[src/rtl/timer8_capture_compare_if.sv]
// timer8_capture_compare_if: register-side bus of the 8-bit timer (controls, ACK levels and status).
interface timer8_capture_compare_if #(parameter int WIDTH = 8);
  logic [2:0]       ivInputSel;
  logic [2:0]       ivInputEstimuloSel;
  logic [2:0]       ivDivSel;
  logic [WIDTH-1:0] ivCountLoad;
  logic             iTimerOverflowACK;
  logic             iInputCaptureACK;
  logic             iOutputCompareACK;
  logic [WIDTH-1:0] ivCompareValue;
  logic [WIDTH-1:0] ovCuenta;
  logic             oTimerOverflow;
  logic             oCapturaFlag;
  logic [WIDTH-1:0] ovCaptura;
  logic             oComparisonTrueFlag;
  modport master (
    output ivInputSel, ivInputEstimuloSel, ivDivSel, ivCountLoad,
           iTimerOverflowACK, iInputCaptureACK, iOutputCompareACK, ivCompareValue,
    input  ovCuenta, oTimerOverflow, oCapturaFlag, ovCaptura, oComparisonTrueFlag
  );
  modport slave (
    input  ivInputSel, ivInputEstimuloSel, ivDivSel, ivCountLoad,
           iTimerOverflowACK, iInputCaptureACK, iOutputCompareACK, ivCompareValue,
    output ovCuenta, oTimerOverflow, oCapturaFlag, ovCaptura, oComparisonTrueFlag
  );
endinterface

[src/rtl/timer8_capture_compare.sv]
// timer8_capture_compare: up-counting timer with prescaler, input capture and output compare.
// Define TIMER_INPUT_SYNC_EN to add a SYNC_STAGES-flop synchronizer on iEventos / iInputCaptureEstimulo.
module timer8_capture_compare #(
  parameter int WIDTH = 8
`ifdef TIMER_INPUT_SYNC_EN
  , parameter int SYNC_STAGES = 2
`endif
) (
  input logic iClk,
  input logic iReset,
  input logic iEventos,
  input logic iInputCaptureEstimulo,
  timer8_capture_compare_if.slave bus
);
  logic evCur, capCur, evPrev, capPrev;
  logic [3:0] preCnt, preMask;
  logic evRise, evFall, capRise, capFall;
  logic preTick, countTick, capTick, atMax;
`ifdef TIMER_INPUT_SYNC_EN
  logic [SYNC_STAGES-1:0] evSync, capSync;
  always_ff @(posedge iClk or posedge iReset)
    if (iReset) begin
      evSync <= '0;
      capSync <= '0;
    end else begin
      evSync <= SYNC_STAGES'({evSync, iEventos});
      capSync <= SYNC_STAGES'({capSync, iInputCaptureEstimulo});
    end
  assign evCur = evSync[SYNC_STAGES-1];
  assign capCur = capSync[SYNC_STAGES-1];
`else
  assign evCur = iEventos;
  assign capCur = iInputCaptureEstimulo;
`endif
  assign evRise = evCur & ~evPrev;
  assign evFall = ~evCur & evPrev;
  assign capRise = capCur & ~capPrev;
  assign capFall = ~capCur & capPrev;
  // Division ratios above /16 saturate at /16.
  always_comb begin
    preMask = bus.ivDivSel == 3'd0 ? 4'h0 :
              bus.ivDivSel == 3'd1 ? 4'h1 :
              bus.ivDivSel == 3'd2 ? 4'h3 :
              bus.ivDivSel == 3'd3 ? 4'h7 : 4'hF;
    preTick = (preCnt & preMask) == preMask;
    countTick = bus.ivInputSel == 3'd1 ? preTick :
                bus.ivInputSel == 3'd2 ? (evRise | evFall) :
                bus.ivInputSel == 3'd3 ? evFall :
                bus.ivInputSel == 3'd4 ? evRise : 1'b0;
    capTick = bus.ivInputEstimuloSel == 3'd1 ? 1'b1 :
              bus.ivInputEstimuloSel == 3'd2 ? (capRise | capFall) :
              bus.ivInputEstimuloSel == 3'd3 ? capFall :
              bus.ivInputEstimuloSel == 3'd4 ? capRise : 1'b0;
    atMax = &bus.ovCuenta;
  end
  // Every flag: a set event wins over a concurrent ACK.
  always_ff @(posedge iClk or posedge iReset)
    if (iReset) begin
      evPrev <= 1'b0;
      capPrev <= 1'b0;
      preCnt <= 4'h0;
      bus.ovCuenta <= '0;
      bus.oTimerOverflow <= 1'b0;
      bus.ovCaptura <= '0;
      bus.oCapturaFlag <= 1'b0;
      bus.oComparisonTrueFlag <= 1'b0;
    end else begin
      evPrev <= evCur;
      capPrev <= capCur;
      preCnt <= preCnt + 4'h1;
      if (countTick) bus.ovCuenta <= atMax ? bus.ivCountLoad : bus.ovCuenta + 1'b1;
      bus.oTimerOverflow <= (countTick & atMax) | (~bus.iTimerOverflowACK & bus.oTimerOverflow);
      if (capTick) bus.ovCaptura <= bus.ovCuenta;
      bus.oCapturaFlag <= capTick | (~bus.iInputCaptureACK & bus.oCapturaFlag);
      bus.oComparisonTrueFlag <= (bus.ovCuenta >= bus.ivCompareValue) |
                                 (~bus.iOutputCompareACK & bus.oComparisonTrueFlag);
    end
endmodule

[src/flat_wrapper.sv]
// flat-port wrapper written by rule: the top's interface ports become plain ports
module timer8_capture_compare_flat 
#(
  parameter int WIDTH = 8

)
  (iClk, iReset, iEventos, iInputCaptureEstimulo, bus_ivInputSel, bus_ivInputEstimuloSel, bus_ivDivSel, bus_ivCountLoad, bus_iTimerOverflowACK, bus_iInputCaptureACK, bus_iOutputCompareACK, bus_ivCompareValue, bus_ovCuenta, bus_oTimerOverflow, bus_oCapturaFlag, bus_ovCaptura, bus_oComparisonTrueFlag);
  timer8_capture_compare_if #(.WIDTH(WIDTH)) bus_i ();
  input logic iClk;
  input logic iReset;
  input logic iEventos;
  input logic iInputCaptureEstimulo;
  input wire logic [$bits(bus_i.ivInputSel)-1:0] bus_ivInputSel;
  input wire logic [$bits(bus_i.ivInputEstimuloSel)-1:0] bus_ivInputEstimuloSel;
  input wire logic [$bits(bus_i.ivDivSel)-1:0] bus_ivDivSel;
  input wire logic [$bits(bus_i.ivCountLoad)-1:0] bus_ivCountLoad;
  input wire logic [$bits(bus_i.iTimerOverflowACK)-1:0] bus_iTimerOverflowACK;
  input wire logic [$bits(bus_i.iInputCaptureACK)-1:0] bus_iInputCaptureACK;
  input wire logic [$bits(bus_i.iOutputCompareACK)-1:0] bus_iOutputCompareACK;
  input wire logic [$bits(bus_i.ivCompareValue)-1:0] bus_ivCompareValue;
  output wire logic [$bits(bus_i.ovCuenta)-1:0] bus_ovCuenta;
  output wire logic [$bits(bus_i.oTimerOverflow)-1:0] bus_oTimerOverflow;
  output wire logic [$bits(bus_i.oCapturaFlag)-1:0] bus_oCapturaFlag;
  output wire logic [$bits(bus_i.ovCaptura)-1:0] bus_ovCaptura;
  output wire logic [$bits(bus_i.oComparisonTrueFlag)-1:0] bus_oComparisonTrueFlag;
  assign bus_i.ivInputSel = bus_ivInputSel;
  assign bus_i.ivInputEstimuloSel = bus_ivInputEstimuloSel;
  assign bus_i.ivDivSel = bus_ivDivSel;
  assign bus_i.ivCountLoad = bus_ivCountLoad;
  assign bus_i.iTimerOverflowACK = bus_iTimerOverflowACK;
  assign bus_i.iInputCaptureACK = bus_iInputCaptureACK;
  assign bus_i.iOutputCompareACK = bus_iOutputCompareACK;
  assign bus_i.ivCompareValue = bus_ivCompareValue;
  assign bus_ovCuenta = bus_i.ovCuenta;
  assign bus_oTimerOverflow = bus_i.oTimerOverflow;
  assign bus_oCapturaFlag = bus_i.oCapturaFlag;
  assign bus_ovCaptura = bus_i.ovCaptura;
  assign bus_oComparisonTrueFlag = bus_i.oComparisonTrueFlag;
  timer8_capture_compare #(.WIDTH(WIDTH)) u_core (.iClk(iClk), .iReset(iReset), .iEventos(iEventos), .iInputCaptureEstimulo(iInputCaptureEstimulo), .bus(bus_i));
endmodule
[config.mk]
export PLATFORM = sky130hd
export DESIGN_NAME = timer8_capture_compare_flat
export DESIGN_NICKNAME = d
export VERILOG_FILES = /design/src/rtl/timer8_capture_compare_if.sv /design/src/rtl/timer8_capture_compare.sv /design/src/flat_wrapper.sv
export SDC_FILE = /design/constraint.sdc
export NUM_CORES = 1
export LEC_CHECK = 0
export BUFFER_PORTS_ARGS = -buffer_cell sky130_fd_sc_hd__buf_4
export CAP_MARGIN = 25
export CORE_MARGIN = 2
export CORE_UTILIZATION = 45
export DETAILED_ROUTE_END_ITERATION = 8
export PLACE_DENSITY_LB_ADDON = 0.12
export SYNTH_ARGS = -nofsm -noshare
export SYNTH_HDL_FRONTEND = slang
export SYNTH_SLANG_ARGS = --single-unit
[constraint.sdc]
create_clock -name iClk -period 1.75 [get_ports iClk]
set_input_delay 0.35 -clock iClk [delete_from_list [all_inputs] [get_ports iClk]]
set_output_delay 0.35 -clock iClk [all_outputs]
set_load 0.05 [all_outputs]
==> metrics.txt, run 1 <==
commonest non-fill, non-tap cells in the layout=buf_4, dfrtp_1, inv_1; Pins Over Slew Limit=0; Flop pwr share=0.363; R2R Path End=u_core.bus.ovCuenta[0]; distinct cell type count after synthesis=38; Max rail drop VDD=0.678 mV; Int Pwr=1.32 mW; most common cell after layout, fill and taps aside=buf_4; Leak=1.04 nW; worst-margin pin slew=between 0.3 and 0.4 ns; CP Capture Point=u_core.bus.ovCuenta[0]; DRT iter0 DRCs=48; Initial Util=0.479; Max Cap Viol=0; ys flop type=dfrtp_1; RSZ-0062 raised after global routing=true; CORE AREA=between 0.003 and 0.004 mm²; clk_skew=just over 0.003 ns; Congestion Overflow GR=0; Vias=1305; Seq/Total Area, Yosys=0.424; final period utilization=1.01; Final min period=between 1.5 and 2 ns; clk sink count=25; ys async rst share=1.00; arrival time worst endpoint=1.98 ns; syn_nets=187; Die Y=61.3 µm; post-synth top area share=0.424; Pre-antenna DRT Iters=4; R2R Path Start=u_core.evPrev; Post-Syn Area per Cell=10.5 µm²; CTS root buf=clkbuf_4; RePlAce Congestion=just over 0.8; Worst Setup Start Kind=flop; nets@finish=about 250; clock network power share=0.103; Max clock buf depth=2; Worst EP required=between 1.5 and 2 ns; Rows=20; Antenna diodes=0; area delta synth->final=38.9%; final hold violations=0; GRT Util Overall=0.197; number of vias per cell=5.26; largest fanout on the critical path=6; later-pin clock latency in the skew report=0.31 ns; R2R depth=7; failing checks=negative setup slack; Psw=1.16 mW; Cell Pwr Density=1210 mW/mm²; Post-synth EDFFs=0; ranking of synthesized cells by area=dfrtp_1, ha_1, mux2_2; top cell type by total area after synthesis=dfrtp_1; Final Worst Setup Slack=-0.0259 ns; yosys warns=0; Reg2Reg Setup Slack=-0.03 ns; Max Freq=563 MHz; sw frac=0.468; die width=approximately 61 µm; register bit count reported by yosys=25; fillers=between 200 and 300; nature of the critical path endpoint=flop; CTS tree=built; share of total power in combinational logic=0.534; multi-input combinational cell area=802 µm²; status=complete, but fails checks; # DRC=0; pre-CTS setup slack=-0.168 ns; Seq. cell area=roughly 630 µm²; layout cells sized above 1=0.436; relative slew slack=0.773; DIE AREA=0.00375 mm²; # H-tree levels=1; initial antenna violation count=0; largest net degree at the start of global routing=26; Post-DP HPWL=~2600 µm; TritonCTS Buffers=3; Port Buffers=50; number of global-route vias before repair=about 1300; WS Path Type=reg2reg; Min-Delay Path Class=in2async; DR WL/cell=about 14 µm; synthesized area=around 0.0015 mm²; final setup violating endpoints=3; clock slew at reported path FFs=0.13 ns; first-pass GRT wire length=between 5000 and 6000 µm; I/O pins=approximately 50; Synth Instances=roughly 140; Power Total=2.48 mW; fin cells=248; CP startpoint=u_core.evPrev; WL final=3400 µm; post-route ant nets=0; Placed Cells=~240
worst min-delay path by stage:
| stage | start | endpoint | slack, ns | cells past startpoint |
|---|---|---|---|---|
| after floorplan | iReset | u_core.bus.oCapturaFlag | 0.38 | 1 |
| after global placement | iReset | u_core.bus.ovCaptura[1] | 0.43 | 3 |
| after detailed placement | iReset | u_core.bus.ovCaptura[2] | 0.43 | 3 |
| after CTS | iReset | u_core.preCnt[2] | 0.07 | 3 |
| after global routing | iReset | u_core.bus.ovCaptura[1] | 0.09 | 3 |
| final | iReset | u_core.bus.ovCaptura[2] | 0.07 | 3 |
final cells by class:
type,count,area share
Multi-Input combinational cell,96,0.391
Inverter,19,0.0348
Sequential cell,25,0.306
Tap cell,44,0.0269
Clock buffer,4,0.0128
Timing Repair Buffer,60,0.228
Yosys cell counts (2+ instances only):
library cell,number
a211oi_1,4
a21o_1,2
a21oi_1,9
dfrtp_1,25
ha_1,14
inv_1,19
mux2_2,10
nand2_1,13
nand3_1,8
nor2_1,5
nor2b_1,3
o21ai_1,2
o22ai_1,2
critical path, stage by stage (launching register included):
cell	delay (ns)
dfrtp_1	0.41
ha_1	0.27
nor2b_4	0.13
nor4b_4	0.25
a31oi_4	0.10
buf_6	0.16
a211oi_1	0.26
a211oi_1	0.07
registers in the layout, indices dropped and copies added (netlist names):
signal                          cells
u_core.bus.oTimerOverflow           1
u_core.capPrev                      1
u_core.bus.oCapturaFlag             1
u_core.evPrev                       1
u_core.bus.oComparisonTrueFlag      1
u_core.preCnt                       4
u_core.bus.ovCuenta                 8
u_core.bus.ovCaptura                8
power groups by stage:
stage | clock network [mW] | registers [mW] | logic [mW]
2_1_floorplan | 0 | 1.37 | 0.369
3_3_place_gp | 0 | 0.905 | 1.26
3_5_place_dp | 0 | 0.911 | 1.28
4_1_cts | 0.268 | 0.899 | 1.30
5_1_grt | 0.286 | 0.925 | 1.40
6_report | 0.255 | 0.900 | 1.32
per-layer routing:
layer  global-route usage  part of all wire
met3               0.0294             0.047
met5                    0                 0
met1                0.229              0.40
met4               0.0776             0.011
met2                0.362              0.54
kinds of logic after synthesis:
logic type	after synthesis	synth area share
mux	12	0.0908
compound gates	29	0.142
buf+inv	20	0.0560
fa+ha+maj	14	0.119
xor+xnor	2	0.0119
flops	25	0.424
simple gates	39	0.156
stage by stage:
step                utilization  hold slack [ns]  cell area [µm²]  TNS [ns]
finish                    0.666           0.0666             2050   -0.0396
global route              0.666           0.0944             2050    -0.457
CTS                       0.661           0.0702             2030  -0.00412
detailed placement        0.645            0.434             1980    -0.754
global placement          0.645            0.427             1980    -0.528
floorplan                     -            0.377             1490    -0.180
timing repair:
item | CTS | global route
setup endpoints to repair | 5 | 7
gates resized for setup | 6 | 3
hold endpoints to repair | 0 | 0
buffers inserted | 0 | 1
hold buffers | 0 | 0
pin swaps | 5 | 0
No activity file was read; power rests on OpenSTA's default activity.
==> inputs of run 2 (changes only) <==
- BUFFER_PORTS_ARGS: -buffer_cell sky130_fd_sc_hd__buf_4 -> -buffer_cell sky130_fd_sc_hd__buf_2
==> run 2 against run 1 <==
Compared with the run above:
- critical path type unchanged
- highest routed layer unchanged
- first-iteration DRC count is 44% lower
- maximum frequency is 2.1% lower
- die area stayed put
- final cell count is 0.40% higher
- the flow still finishes with violations (negative setup slack)
- hold slack worse by 0.011 ns
- largest power group unchanged
==> metrics.txt, run 2 (synthesized netlist as in run 1, its figures left out) <==
WS Path Type=reg2reg; largest fanout on the critical path=6; RePlAce Congestion=0.829; CTS tree=built; clk sink count=25; most common cell after layout, fill and taps aside=buf_2; Vias=~1300; pre-CTS setup slack=-0.174 ns; final setup violating endpoints=5; # DRC=0; relative slew slack=0.786; R2R Path Start=u_core.evPrev; Min-Delay Path Class=in2async; CP startpoint=u_core.evPrev; Placed Cells=244; clk_skew=between 0.01 and 0.015 ns; I/O pins=51; Worst EP required=between 1.5 and 2 ns; post-route ant nets=0; GRT Util Overall=0.196; hold_buf cts=0; Worst Setup Start Kind=flop; first-pass GRT wire length=approximately 5400 µm; WL final=approximately 3400 µm; Antenna diodes=0; Area after DPL=0.00187 mm²; largest net degree at the start of global routing=26; Pre-antenna DRT Iters=4; Pins Over Slew Limit=0; area delta synth->final=32.0%; Max Cap Viol=0; Power Total=2.40 mW; Final Worst Setup Slack=-0.0638 ns; TritonCTS Buffers=3; fin cells=249; Post-DP HPWL=2510 µm; layout cells sized above 1=0.449; status=complete, but fails checks; die width=61.3 µm; Initial Util=0.479; final instance area=between 0.0015 and 0.002 mm²; failing checks=negative setup slack; DIE AREA=roughly 0.0038 mm²; final period utilization=1.04; Congestion Overflow GR=0; final hold violations=0; commonest non-fill, non-tap cells in the layout=buf_2, dfrtp_1, inv_1; # H-tree levels=1; arrival time worst endpoint=slightly above 2 ns; Max clock buf depth=2; nature of the critical path endpoint=flop; Cell Pwr Density=1230 mW/mm²; clock slew at reported path FFs=0.14 ns; Port Buffers=50; later-pin clock latency in the skew report=0.31 ns; Die Y=61.3 µm; CORE AREA=a little over 0.003 mm²; DRT iter0 DRCs=27; initial antenna violation count=0; RSZ-0062 raised after global routing=true; fillers=267; Top Registers=u_core.bus.ovCaptura (8), u_core.bus.ovCuenta (8), u_core.preCnt (4); CTS root buf=clkbuf_4; number of vias per cell=5.24; Final min period=1.81 ns; DR WL/cell=13.5 µm; Rows=20; number of global-route vias before repair=1293; Max rail drop VDD=just over 0.8 mV; Max Freq=roughly 550 MHz; Leak=1.01 nW; worst-margin pin slew=0.320 ns; nets@finish=252
-- run 2: cell count changes in the layout (fill, tap and decap cells not counted) --
cell | previous run | this run
a211oi_1 | 3 | 1
a211oi_2 | 1 | 3
buf_2 | 0 | 50
buf_4 | 58 | 9
inv_1 | 18 | 19
inv_2 | 1 | 0
nand3_1 | 8 | 7
nand3_2 | 0 | 1
-- run 2: metal layers --
metal / GRT usage / up-vias / share of wire
met5: 0 / - / 0
met4: 0.0870 / 0 / 0.023
met3: 0.0189 / 8 / 0.053
met2: 0.354 / 43 / 0.50
met1: 0.235 / 628 / 0.42
li1: - / 627 / -
-- run 2: through the flow --
stage	hold slack, ns	utilization	setup TNS (ns)
5_1_grt	0.0820	0.633	-0.794
6_report	0.0551	0.633	-0.264
2_1_floorplan	0.377	-	-0.180
4_1_cts	0.0703	0.628	-0.235
3_5_place_dp	0.423	0.607	-0.938
3_3_place_gp	0.415	0.607	-0.572
-- run 2: repair_timing --
action / 4_1_cts / 5_1_grt
hold endpoints to repair: 0 / 0
buffers inserted: 0 / 1
endpoints found under the setup margin: 5 / 8
cloned: 0 / 0
pin swaps: 8 / 0
gates resized for setup: 10 / 1
-- run 2: power by group --
| group | internal (mW) | leakage, nW | switching (mW) | total [mW] |
|---|---|---|---|---|
| clock network | 0.0889 | 0.0150 | 0.166 | 0.255 |
| registers | 0.723 | 0.305 | 0.147 | 0.870 |
| logic | 0.422 | 0.693 | 0.852 | 1.27 |
| total | 1.23 | 1.01 | 1.16 | 2.40 |
-- run 2: area by class of cell --
class                           instances  area (µm²)  area share
Tap cell                               44        55.1      0.0283
Clock buffer                            4        26.3      0.0135
Inverter                               19        71.3      0.0366
Sequential cell                        25         628       0.323
Timing Repair Buffer                   61         349       0.179
Multi-Input combinational cell         96         817       0.420
-- run 2: worst paths after layout --
| kind | to | slack, ns | depth (start not counted) |
|---|---|---|---|
| max | u_core.bus.ovCuenta[4] | -0.06 | 6 |
| min | u_core.preCnt[3] | 0.06 | 3 |
| max reg2reg | u_core.bus.ovCuenta[4] | -0.06 | 6 |
| min reg2reg | u_core.preCnt[3] | 0.48 | 1 |
| max in group asynchronous | u_core.bus.ovCuenta[0] | 1.44 | 3 |
| min in group iClk | u_core.capPrev | 0.17 | 1 |
-- run 2: worst max-delay path: stages (launching register included) --
cell	delay (ns)
dfrtp_1	0.41
ha_1	0.27
nor2b_4	0.13
nor4b_4	0.29
a31oi_4	0.10
a21oi_2	0.17
mux2_4	0.32
==> inputs of run 3 (changes only) <==
- ABC_AREA: default -> 1
- CELL_PAD_IN_SITES_DETAIL_PLACEMENT: default -> 1
- CELL_PAD_IN_SITES_GLOBAL_PLACEMENT: default -> 1
- CORE_UTILIZATION: 45 -> 39
- clock period: 1.75 -> 2.1 ns (I/O delays scaled with it)
==> run 3 against run 2 <==
Compared with the run above:
- the flow now finishes without violations
- synthesized area up 9.3%
- clock skew decreased by 0.0086 ns
- sequential power is 8.2% lower
- total power fell by 7.6%
- via count grew 12%
- first-iteration DRC count is 19% higher
- design area increased by 0.71%
- critical endpoint is now bus_ovCuenta[4]
- largest cell class unchanged
- largest power group unchanged
==> metrics.txt, run 3 <==
clk_skew=0.00231 ns; Vias=1462; Setup Fix Bufs, Post-CTS=0; met3 Use GR=0.0247; R2R depth=8; register bit count reported by yosys=25; GRT Util Overall=0.172; DR WL/cell=11.9 µm; final setup violating endpoints=0; Congestion Overflow GR=0; hold_buf cts=0; largest net degree at the start of global routing=26; post-synth top area share=0.388; largest fanout on the critical path=9; Final min period=~1.6 ns; synthesized area=between 0.0015 and 0.002 mm²; Post-Syn Area per Cell=7.75 µm²; initial antenna violation count=0; Pre-antenna DRT Iters=4; crit-path cells=buf_2; Min-Delay Path Class=in2async; RSZ-0062 raised after global routing=false; Port Buffers=50; Antenna diodes=0; Pins Over Slew Limit=0; Post-DP HPWL=2980 µm; arrival time worst endpoint=1.16 ns; clock slew at reported path FFs=0.09 ns; GR met1 Demand/Resource=0.234; CP bufs+invs=1; Max Cap Viol=0; pre-CTS setup slack=between 0.4 and 0.5 ns; Levels on crit path=1; final period utilization=0.752; number of global-route vias before repair=1358; Seq/Total Area, Yosys=0.388; Post-synth EDFFs=0; worst-margin pin slew=0.357 ns; ranking of synthesized cells by area=dfrtp_1, nand2_1, ha_1; later-pin clock latency in the skew report=0.26 ns; clk sink count=25; Crit-path slowest cell=dfrtp_1; most common cell after layout, fill and taps aside=nand2_1; relative slew slack=0.762; Worst EP required=1.68 ns; RePlAce Congestion=0.759; Max clock buf depth=2; CORE AREA=0.00400 mm²; top post-synthesis cells by count=nand2_1, inv_1, dfrtp_1; CP startpoint=u_core.bus.ovCuenta[4]; Rows=23; die width=68.3 µm; distinct cell type count after synthesis=24; R2R Path Start=u_core.bus.ovCuenta[0]; CTS tree=built; area delta synth->final=21.6%; setup TNS=0 ns; final hold violations=0; ys async rst share=1.00; WS Path Type=reg2out; most frequent cell after synthesis=nand2_1; ys flop type=dfrtp_1; # DRC=0; TritonCTS Buffers=3; Leak=1.17 nW; commonest non-fill, non-tap cells in the layout=nand2_1, buf_2, inv_1; I/O pins=between 50 and 60; DIE AREA=0.00467 mm²; WL final=3720 µm; Worst Setup Start Kind=flop; number of vias per cell=between 4 and 5; CP max stage delay=between 0.5 and 0.6 ns; Top Registers=u_core.bus.ovCaptura (8), u_core.bus.ovCuenta (8), u_core.preCnt (4); Synth Instances=208; nets@finish=308; nature of the critical path endpoint=primary output; layout cells sized above 1=0.287; DRT iter0 DRCs=32; Final Worst Setup Slack=0.520 ns; CTS resizes=0; yosys warns=0; status=finished, final reports clean; Initial Util=0.403; grt met2 use=0.278; fillers=542; top cell type by total area after synthesis=dfrtp_1; CP delay by family, top=flip-flops; Die Y=68.3 µm; first-pass GRT wire length=6040 µm; # H-tree levels=1; Cell Pwr Density=1130 mW/mm²; CTS root buf=clkbuf_8; Max Freq=633 MHz; Max rail drop VDD=0.532 mV; syn_nets=254; post-route ant nets=0; GR peak layer=met2
-- run 3: metrics by stage --
stage / hold slack [ns] / area, µm² / cells / total power [mW] / utilization
floorplan: 0.442 / 1610 / 208 / 1.65 / -
global placement: 0.454 / 1910 / 307 / 1.94 / 0.479
detailed placement: 0.458 / 1910 / 307 / 1.96 / 0.479
CTS: 0.211 / 1960 / 311 / 2.25 / 0.490
global route: 0.234 / 1960 / 311 / 2.39 / 0.490
finish: 0.201 / 1960 / 311 / 2.22 / 0.490
-- run 3: cells by family (layout without fill, tap and decap cells) --
logic type / after synthesis / count (layout) / share of synthesized area
compound gates: 17 / 17 / 0.0590
xor+xnor: 3 / 3 / 0.0163
fa+ha+maj: 14 / 14 / 0.109
buf+inv: 36 / 89 / 0.0985
flops: 25 / 25 / 0.388
simple gates: 113 / 113 / 0.330
-- run 3: per-layer routing --
layer	part of all wire	wire length, µm	vias to the layer above
li1	-	-	757
met1	0.50	1840	666
met2	0.45	1660	37
met3	0.051	190	2
met4	0.0065	24	0
met5	0	0	-
-- run 3: area by class of cell --
type                    count  area (µm²)  share of cell area
multi-input cells         147         828               0.422
flip-flops and latches     25         626               0.319
repair buffers             51         258               0.131
inverters                  34         140              0.0715
well taps                  50        62.6              0.0319
clock buffers               3        41.3              0.0211
clock inverters             1        5.00             0.00255
-- run 3: worst paths after layout --
path                                            to  slack, ns
max                                bus_ovCuenta[4]       0.52
min                                 u_core.capPrev       0.20
max reg2reg                 u_core.bus.ovCuenta[3]       0.60
min reg2reg                u_core.bus.ovCaptura[4]       0.47
max in group asynchronous  u_core.bus.ovCaptura[1]       1.66
min in group iClk                    u_core.evPrev       0.29
-- run 3: power by group --
group | switching (mW) | internal [mW] | total (mW)
clock | 0.145 | 0.132 | 0.277
combinational | 0.826 | 0.315 | 1.14
sequential | 0.185 | 0.614 | 0.799
total | 1.16 | 1.06 | 2.22
